$ cat src/rtl/ofm_wr_arb_if.sv
// Write-port bundle between N framed requesters, the OFM write arbiter and the buffer port.
interface ofm_wr_arb_if #(
    parameter int unsigned AW = 11,
    parameter int unsigned DW = 144,
    parameter int unsigned N  = 2
);
    localparam int unsigned IDW = $clog2(N);

    logic [N*AW-1:0] m_addr;
    logic [N*DW-1:0] m_data;
    logic [N-1:0]    m_first;
    logic [N-1:0]    m_last;
    logic [N-1:0]    m_valid;
    logic [N-1:0]    m_ready;

    logic [AW-1:0]   s_addr;
    logic [DW-1:0]   s_data;
    logic            s_first;
    logic            s_last;
    logic            s_valid;
    logic            s_ready;
    logic [IDW-1:0]  s_id;

    modport master (
        output m_addr, m_data, m_first, m_last, m_valid,
        input  m_ready,
        input  s_addr, s_data, s_first, s_last, s_valid, s_id,
        output s_ready
    );

    modport slave (
        input  m_addr, m_data, m_first, m_last, m_valid,
        output m_ready,
        output s_addr, s_data, s_first, s_last, s_valid, s_id,
        input  s_ready
    );
endinterface

$ cat src/rtl/ofm_wr_arb.sv
// Round-robin arbiter sharing the OFM buffer write port between N framed write streams.
// Grants lock for a whole first..last burst; the winning beat goes through one output register.
module ofm_wr_arb #(
    parameter int unsigned AW = 11,
    parameter int unsigned DW = 144,
    parameter int unsigned N  = 2
) (
    input  logic        clk,
    input  logic        rst,
    ofm_wr_arb_if.slave bus,
    output logic        busy
);
    localparam int unsigned    IDW     = $clog2(N);
    localparam logic [IDW-1:0] LAST_ID = IDW'(N - 1);

    typedef enum logic {IDLE = 1'b0, LOCK = 1'b1} state_e;

    state_e         state_q, state_d;
    logic [IDW-1:0] rr_ptr_q, rr_ptr_d;
    logic [IDW-1:0] lk_id_q, lk_id_d;
    logic [AW-1:0]  s_addr_q, s_addr_d;
    logic [DW-1:0]  s_data_q, s_data_d;
    logic           s_first_q, s_first_d;
    logic           s_last_q, s_last_d;
    logic           s_valid_q, s_valid_d;
    logic [IDW-1:0] s_id_q, s_id_d;
    logic           busy_q, busy_d;

    logic [IDW-1:0] gnt_c;
    logic           sel_valid_c;
    logic           adv_c;
    logic           acc_c;
    logic [N-1:0]   m_ready_c;
    logic [AW-1:0]  beat_addr_c;
    logic [DW-1:0]  beat_data_c;
    logic           beat_first_c;
    logic           beat_last_c;

    // Grant: locked owner, or first valid requester scanning from rr_ptr with wrap.
    always_comb begin
        logic [IDW-1:0] idx;
        sel_valid_c = 1'b0;
        gnt_c       = (state_q == LOCK) ? lk_id_q : rr_ptr_q;
        idx         = rr_ptr_q;
        for (int j = 0; j < int'(N); j++) begin
            if ((state_q == IDLE) && !sel_valid_c && bus.m_valid[idx]) begin
                sel_valid_c = 1'b1;
                gnt_c       = idx;
            end
            idx = (idx == LAST_ID) ? '0 : idx + IDW'(1);
        end
    end

    // Handshake and granted-beat mux.
    always_comb begin
        adv_c        = ~s_valid_q | bus.s_ready;
        m_ready_c    = '0;
        beat_addr_c  = '0;
        beat_data_c  = '0;
        beat_first_c = 1'b0;
        beat_last_c  = 1'b0;
        for (int i = 0; i < int'(N); i++) begin
            m_ready_c[i] = adv_c & ~rst & (gnt_c == IDW'(i)) & ((state_q == LOCK) | sel_valid_c);
            if (gnt_c == IDW'(i)) begin
                beat_addr_c  = bus.m_addr[i*AW +: AW];
                beat_data_c  = bus.m_data[i*DW +: DW];
                beat_first_c = bus.m_first[i];
                beat_last_c  = bus.m_last[i];
            end
        end
        acc_c = |(m_ready_c & bus.m_valid);
    end

    always_comb begin
        state_d   = state_q;
        rr_ptr_d  = rr_ptr_q;
        lk_id_d   = lk_id_q;
        s_addr_d  = s_addr_q;
        s_data_d  = s_data_q;
        s_first_d = s_first_q;
        s_last_d  = s_last_q;
        s_valid_d = s_valid_q;
        s_id_d    = s_id_q;
        if (adv_c) begin
            s_valid_d = 1'b0;
        end
        // A drained beat is replaced in the same cycle, so there is no bubble.
        if (acc_c) begin
            s_valid_d = 1'b1;
            s_addr_d  = beat_addr_c;
            s_data_d  = beat_data_c;
            s_first_d = beat_first_c;
            s_last_d  = beat_last_c;
            s_id_d    = gnt_c;
            if (beat_last_c) begin
                state_d  = IDLE;
                rr_ptr_d = (gnt_c == LAST_ID) ? '0 : gnt_c + IDW'(1);
            end else begin
                state_d = LOCK;
                lk_id_d = gnt_c;
            end
        end
        busy_d = (state_d == LOCK) | s_valid_d;
    end

    always_ff @(posedge clk) begin
        if (rst) begin
            state_q   <= IDLE;
            rr_ptr_q  <= '0;
            lk_id_q   <= '0;
            s_addr_q  <= '0;
            s_data_q  <= '0;
            s_first_q <= 1'b0;
            s_last_q  <= 1'b0;
            s_valid_q <= 1'b0;
            s_id_q    <= '0;
            busy_q    <= 1'b0;
        end else begin
            state_q   <= state_d;
            rr_ptr_q  <= rr_ptr_d;
            lk_id_q   <= lk_id_d;
            s_addr_q  <= s_addr_d;
            s_data_q  <= s_data_d;
            s_first_q <= s_first_d;
            s_last_q  <= s_last_d;
            s_valid_q <= s_valid_d;
            s_id_q    <= s_id_d;
            busy_q    <= busy_d;
        end
    end

    assign bus.m_ready = m_ready_c;
    assign bus.s_addr  = s_addr_q;
    assign bus.s_data  = s_data_q;
    assign bus.s_first = s_first_q;
    assign bus.s_last  = s_last_q;
    assign bus.s_valid = s_valid_q;
    assign bus.s_id    = s_id_q;
    assign busy        = busy_q;
endmodule
$ cat src/flat_wrapper.sv
// flat-port wrapper written by rule: the top's interface ports become plain ports
module ofm_wr_arb_flat 
#(
    parameter int unsigned AW = 11,
    parameter int unsigned DW = 144,
    parameter int unsigned N  = 2
)
  (clk, rst, busy, bus_m_addr, bus_m_data, bus_m_first, bus_m_last, bus_m_valid, bus_m_ready, bus_s_addr, bus_s_data, bus_s_first, bus_s_last, bus_s_valid, bus_s_id, bus_s_ready);
  ofm_wr_arb_if #(.AW(AW), .DW(DW), .N(N)) bus_i ();
  input  logic clk;
  input  logic rst;
  output logic busy;
  input wire logic [$bits(bus_i.m_addr)-1:0] bus_m_addr;
  input wire logic [$bits(bus_i.m_data)-1:0] bus_m_data;
  input wire logic [$bits(bus_i.m_first)-1:0] bus_m_first;
  input wire logic [$bits(bus_i.m_last)-1:0] bus_m_last;
  input wire logic [$bits(bus_i.m_valid)-1:0] bus_m_valid;
  output wire logic [$bits(bus_i.m_ready)-1:0] bus_m_ready;
  output wire logic [$bits(bus_i.s_addr)-1:0] bus_s_addr;
  output wire logic [$bits(bus_i.s_data)-1:0] bus_s_data;
  output wire logic [$bits(bus_i.s_first)-1:0] bus_s_first;
  output wire logic [$bits(bus_i.s_last)-1:0] bus_s_last;
  output wire logic [$bits(bus_i.s_valid)-1:0] bus_s_valid;
  output wire logic [$bits(bus_i.s_id)-1:0] bus_s_id;
  input wire logic [$bits(bus_i.s_ready)-1:0] bus_s_ready;
  assign bus_i.m_addr = bus_m_addr;
  assign bus_i.m_data = bus_m_data;
  assign bus_i.m_first = bus_m_first;
  assign bus_i.m_last = bus_m_last;
  assign bus_i.m_valid = bus_m_valid;
  assign bus_m_ready = bus_i.m_ready;
  assign bus_s_addr = bus_i.s_addr;
  assign bus_s_data = bus_i.s_data;
  assign bus_s_first = bus_i.s_first;
  assign bus_s_last = bus_i.s_last;
  assign bus_s_valid = bus_i.s_valid;
  assign bus_s_id = bus_i.s_id;
  assign bus_i.s_ready = bus_s_ready;
  ofm_wr_arb #(.AW(AW), .DW(DW), .N(N)) u_core (.clk(clk), .rst(rst), .bus(bus_i), .busy(busy));
endmodule
$ cat config.mk
export PLATFORM = sky130hd
export DESIGN_NAME = ofm_wr_arb_flat
export DESIGN_NICKNAME = d
export VERILOG_FILES = /design/src/rtl/ofm_wr_arb_if.sv /design/src/rtl/ofm_wr_arb.sv /design/src/flat_wrapper.sv
export SDC_FILE = /design/constraint.sdc
export NUM_CORES = 1
export LEC_CHECK = 0
export ABC_AREA = 1
export BUFFER_PORTS_ARGS = -buffer_cell sky130_fd_sc_hd__buf_2
export CAP_MARGIN = 30
export CELL_PAD_IN_SITES_DETAIL_PLACEMENT = 0
export CELL_PAD_IN_SITES_GLOBAL_PLACEMENT = 2
export CORE_ASPECT_RATIO = 0.5
export CORE_MARGIN = 2
export CORE_UTILIZATION = 22
export CTS_CLUSTER_SIZE = 12
export DETAILED_ROUTE_END_ITERATION = 6
export GPL_TIMING_DRIVEN = 1
export PLACE_DENSITY = 0.82
export SLEW_MARGIN = 15
export SYNTH_ARGS = -nofsm -noshare
export SYNTH_HDL_FRONTEND = slang
export SYNTH_SLANG_ARGS = --single-unit
$ cat constraint.sdc
create_clock -name clk -period 2.2 [get_ports clk]
set_input_delay 0.22 -clock clk [delete_from_list [all_inputs] [get_ports clk]]
set_output_delay 0.22 -clock clk [all_outputs]
set_load 0.03 [all_outputs]
# After elaboration in Yosys (flattened, before gate mapping)
# Cells that the tools add are included.
# Widths: inputs -> output; s select.
# word_totals
register_bits	163
inputBits	319
out_inout_bits	162
elab_cells	54
# op_classes
n_addsub	2
n_lt_le_gt_ge	2
mux	19
bitwise	14
n_reduce_logical	7
# op_table
op	n
$mux 144	1
$mux 1	17
$mux 11	1
$and 1x1->1	5
$not 1->1	5
$lt 1x2->1 const B	2
$reduce_and 2->1	2
$logic_and 1x1->1	3
$or 1x1->1	3
$add 1x1->1 const B	2
$and 2x2->2	1
$reduce_or 2->1	1
$logic_not 1->1	1

# Logic depth before layout (Yosys ltp)
# depth
ltp_word	15
mapped_depth	11
ltp_nobuf	10

# Worst setup path before layout
# Ideal clock, no wire load.
# synth_timing
path_type	register to output
start	reg u_core.rr_ptr_q
end	out bus_m_ready[1]
t_arrival_ns	1.452
required_ns	1.980
path_slack_ns	0.528
stages_incl_launch_ff	7
n_path_buf	2
path_cell_list	dfxtp_1 > inv_1 > nand2_1 > nand3_2 > buf_2 > buf_1 > a21oi_1
# synth_between
elab_chain_cells	10
word_cells_on_any_way	18
cone_classes	add/sub (1); mux (10); bitwise (3); reduce/logical (4)
# synth_lines
element	line	text
start, declared	ofm_wr_arb.sv:19	logic [IDW-1:0] rr_ptr_q, rr_ptr_d;
start signal, assigned	ofm_wr_arb.sv:120	rr_ptr_q <= rr_ptr_d;
$mux 1 (not written as such) (2 in a row)	ofm_wr_arb.sv:46	if ((state_q == IDLE) && !sel_valid_c && bus.m_valid[idx]) begin
$logic_and 1x1->1	ofm_wr_arb.sv:46	
$mux 1	ofm_wr_arb.sv:46	
$logic_not 1->1	ofm_wr_arb.sv:46	
$logic_and 1x1->1 (2 in a row)	ofm_wr_arb.sv:46	
$mux 1	ofm_wr_arb.sv:46	
$and 1x1->1 / $or 1x1->1 (equally long branches)	ofm_wr_arb.sv:63	m_ready_c[i] = adv_c & ~rst & (gnt_c == IDW'(i)) & ((state_q == LOCK) | sel_valid_c);
$and 1x1->1 (*)	ofm_wr_arb.sv:63	
end, declared	flat_wrapper.sv:18	output wire logic [$bits(bus_i.m_ready)-1:0] bus_m_ready;
# Every way passes the cells marked *; elsewhere a longest branch is shown, timed or not. The select of a mux whose other input is x is not followed.

# Worst setup path in the final report
# layout_timing
start	reg u_core.state_q
end	out bus_m_ready[1]
# layout_between
elab_chain_cells	9
word_cells_on_any_way	13
cone_classes	mux (5); bitwise (4); reduce/logical (4)
# layout_lines
element	line	text
start, declared	ofm_wr_arb.sv:18	state_e state_q, state_d;
start signal, assigned	ofm_wr_arb.sv:119	state_q <= state_d;
$not 1->1	ofm_wr_arb.sv:46	
$logic_and 1x1->1	ofm_wr_arb.sv:46	
$mux 1	ofm_wr_arb.sv:46	
$logic_not 1->1	ofm_wr_arb.sv:46	
$logic_and 1x1->1 (2 in a row)	ofm_wr_arb.sv:46	
$mux 1	ofm_wr_arb.sv:46	
$and 1x1->1 / $or 1x1->1 (equally long branches)	ofm_wr_arb.sv:63	
$and 1x1->1 (*)	ofm_wr_arb.sv:63	
# Every way passes the cells marked *; elsewhere a longest branch is shown, timed or not.

==> results.sh <==
export IMPL_peakVddDrop_uv=400
export IMPL_path_cells="inv_2 > nand3_4 > buf_12 > a21oi_1 > buf_2"
export IMPL_syn_nets=1567
export IMPL_wl_per_cell_um=16.7
export IMPL_dp_worst_setup_slack_ns=0.282
export IMPL_synth_seq_cells=163
export IMPL_gp_congestion=0.841
export IMPL_crit_buf_inv=3
export IMPL_port_buffers=480
export IMPL_grt_start_max_net_pins=161
export IMPL_rsz0062_at_grt="no"
export IMPL_dr_pass1_iters=6
export IMPL_cts_tree="yes"
export IMPL_setup_viol=0
export IMPL_synth_cell_types=19
export IMPL_finalHoldViolCount=0
export IMPL_postSynthAreaPerCell_um2=6.30
export IMPL_power_density_nw_per_um2=768
export IMPL_power_uw=8670
export IMPL_cp_top_family="buffers and inverters"
export IMPL_clkTransAtPathRegs_ns=0.06
export IMPL_status="complete, no violations"
export IMPL_dr_total_vias=9450
export IMPL_yosysSeqAreaShare_pct=41.5
export IMPL_drt_iter0_drc=578
export IMPL_drive_gt1_share_pct=32.0
export IMPL_fin_hold_ws_ns=0.0643
export IMPL_tns_ns=0
export IMPL_crit_fanout=84
export IMPL_drt_wl_total_mm=36.1
export IMPL_yosysTopAreaCellShare_pct=41.5
export IMPL_nets=1983
export IMPL_core_um2=34800
export IMPL_cts_sinks=163
export IMPL_grt_pass1_vias=8792
export IMPL_ios=481
export IMPL_crit_arrival_ns=1.80
export IMPL_fin_skew_ns=0.00765
export IMPL_row_count=48
export IMPL_die_w_um=271
export IMPL_cap_violations=0
export IMPL_clkPwrFrac_pct=34.0
export IMPL_max_stage_delay_ns=0.40
export IMPL_fin_cells=2159
export IMPL_die_area_um2=37400
export IMPL_cts_buffer_depth=2
export IMPL_endpoint_kind="primary output"
export IMPL_grt_overflow=0
export IMPL_power_frac_comb_pct=27.4
export IMPL_cts_root_buf="clkbuf_16"
export IMPL_cp_start_kind="flop"
export IMPL_cp_slowest_cell="dfxtp_1"
export IMPL_grt_use_total_pct=18.5
export IMPL_fin_crit_sh_pct=91.6
export IMPL_drcViolationCount=0
export IMPL_synth_area_leader_cell="dfxtp_1"
export IMPL_h_tree_depth=4
export IMPL_fillCellCount=4069
export IMPL_cts_buffers=17
export IMPL_syn_to_final_growth_pct=43.6
export IMPL_switchingPower_uw=3020
export IMPL_worst_ep_required_time_ns=1.98
export IMPL_initial_core_util_pct=22.6
export IMPL_seq_power_share_pct=38.6
export IMPL_dp_cells=2120
export IMPL_synth_cells=1248
export IMPL_swShare_pct=34.8
export IMPL_insertion_delay_ns=0.45
export IMPL_dp_hpwl_mm=26.1
export IMPL_yosysWarnings=0
export IMPL_period_needed_ns=2.02
export IMPL_timing_fmax_ghz=0.496
export IMPL_die_h_um=138
export IMPL_worst_pin_slew_ns=0.721
export IMPL_internal_power_uw=5650
export IMPL_setup_ws_ns=0.184
export IMPL_antenna_found_initial=8
export IMPL_ant_nets=0
export IMPL_grt_pass1_wl_mm=52.8
export IMPL_syn_area_um2=7860
export IMPL_maxSlewHeadroom_pct=51.9
export IMPL_routed_via_density=4.38
export IMPL_yosys_top_cells_area="dfxtp_1 (42%), nand3_1 (18%), nand2_1 (16%), nor2_1 (15%), o21ai_0 (2.4%)"
export IMPL_hold_path_class="primary input to flop"
export IMPL_ctsHoldBuffers=0
export IMPL_leakagePower_uw=0.00593
export IMPL_path_class="flop to primary output"
export IMPL_drv_slew=0
==> layout by cell type, fill, tap and decap left out, types with 3 or more instances in the layout <==
cell type,n
nand2_1,328
buf_4,6
clkbuf_16,17
clkinv_2,4
nand3_1,278
buf_12,12
clkinvlp_4,3
clkbuf_8,3
diode_2,8
inv_1,7
nor2_1,317
dfxtp_1,163
o21ai_0,38
a21oi_1,5
buf_2,480
==> per-stage QoR <==
step,cell area [um^2],util [%]
after floorplan,7860,-
after global placement,10700,30.8
after detailed placement,10700,30.8
after CTS,11300,32.3
after global routing,11300,32.4
final,11300,32.4
==> metal layers <==
metal	track usage, %	routed length, um
met2	32.5	18700
met5	0	0
met1	22.9	15400
met3	2.47	1080
met4	7.97	944
==> worst register-to-register path, delay by kind of cell (launching register included) <==
family,cells,cell delay [ns]
buffers and inverters,2,0.36
AO/OA/AOI/OAI,1,0.05
flip-flops,1,0.40
AND/OR/NAND/NOR,7,0.96
==> sequential cells by signal, summed over array words and instances, names as in the netlist <==
register,flops
u_core.bus.s_first,1
u_core.busy,1
u_core.bus.s_last,1
u_core.bus.s_data,144
u_core.bus.s_addr,11
u_core.bus.s_valid,1
u_core.rr_ptr_q,1
u_core.state_q,1
u_core.bus.s_id,1
u_core.lk_id_q,1
==> Yosys cell counts (all sizes together) <==
cell and number:
inv 10, o21ai 38, nand3 280, nand4 1
buf 62, a21oi 5, nand2 331, clkbuf 40
dfxtp 163, nor2 318
==> what timing repair did <==
action	CTS	global route
setup buffers	0	0
resized for setup	0	1
setup endpoints to repair	0	1
hold endpoints to repair	0	0
==> final cells by class <==
cell class              instances  area, um^2  area share, %
clock buffers                  22         474           4.20
multi-input cells             973        4120           36.5
diodes                          8        20.0          0.177
clock inverters                 9        81.3          0.720
flip-flops and latches        163        3260           28.9
inverters                      10        40.0          0.355
well taps                     475         594           5.26
repair buffers                499        2700           23.9
==> cells by family (layout without fill, tap and decap cells) <==
group | after synthesis | in the layout | synth area share (%)
AOI/OAI and AO/OA | 43 | 43 | 2.74
buffers and inverters | 112 | 540 | 6.57
DFF | 163 | 163 | 41.5
other | 0 | 8 | 0
and+or+nand+nor | 930 | 930 | 49.2
==> power groups by stage <==
stage	combinational (uW)	clock [uW]	sequential [uW]
2_1_floorplan	952	0	3940
3_3_place_gp	2400	0	3410
3_5_place_dp	2400	0	3410
4_1_cts	2410	3050	3350
5_1_grt	2600	3190	3380
6_report	2380	2950	3350
==> final timing paths <==
path / start / slack [ns] / end / cells past startpoint
worst max-delay path: u_core.state_q$_SDFF_PP0_ / 0.18 / bus_m_ready[1] / 5
worst max register to register: u_core.state_q$_SDFF_PP0_ / 0.31 / u_core.lk_id_q$_SDFFE_PP0P_ / 10
worst min register to register: u_core.bus.s_id$_SDFFE_PP0P_ / 0.47 / u_core.bus.s_id$_SDFFE_PP0P_ / 2
worst min-delay path: rst / 0.06 / u_core.bus.s_id$_SDFFE_PP0P_ / 2
(Power assumes the default switching activity.)
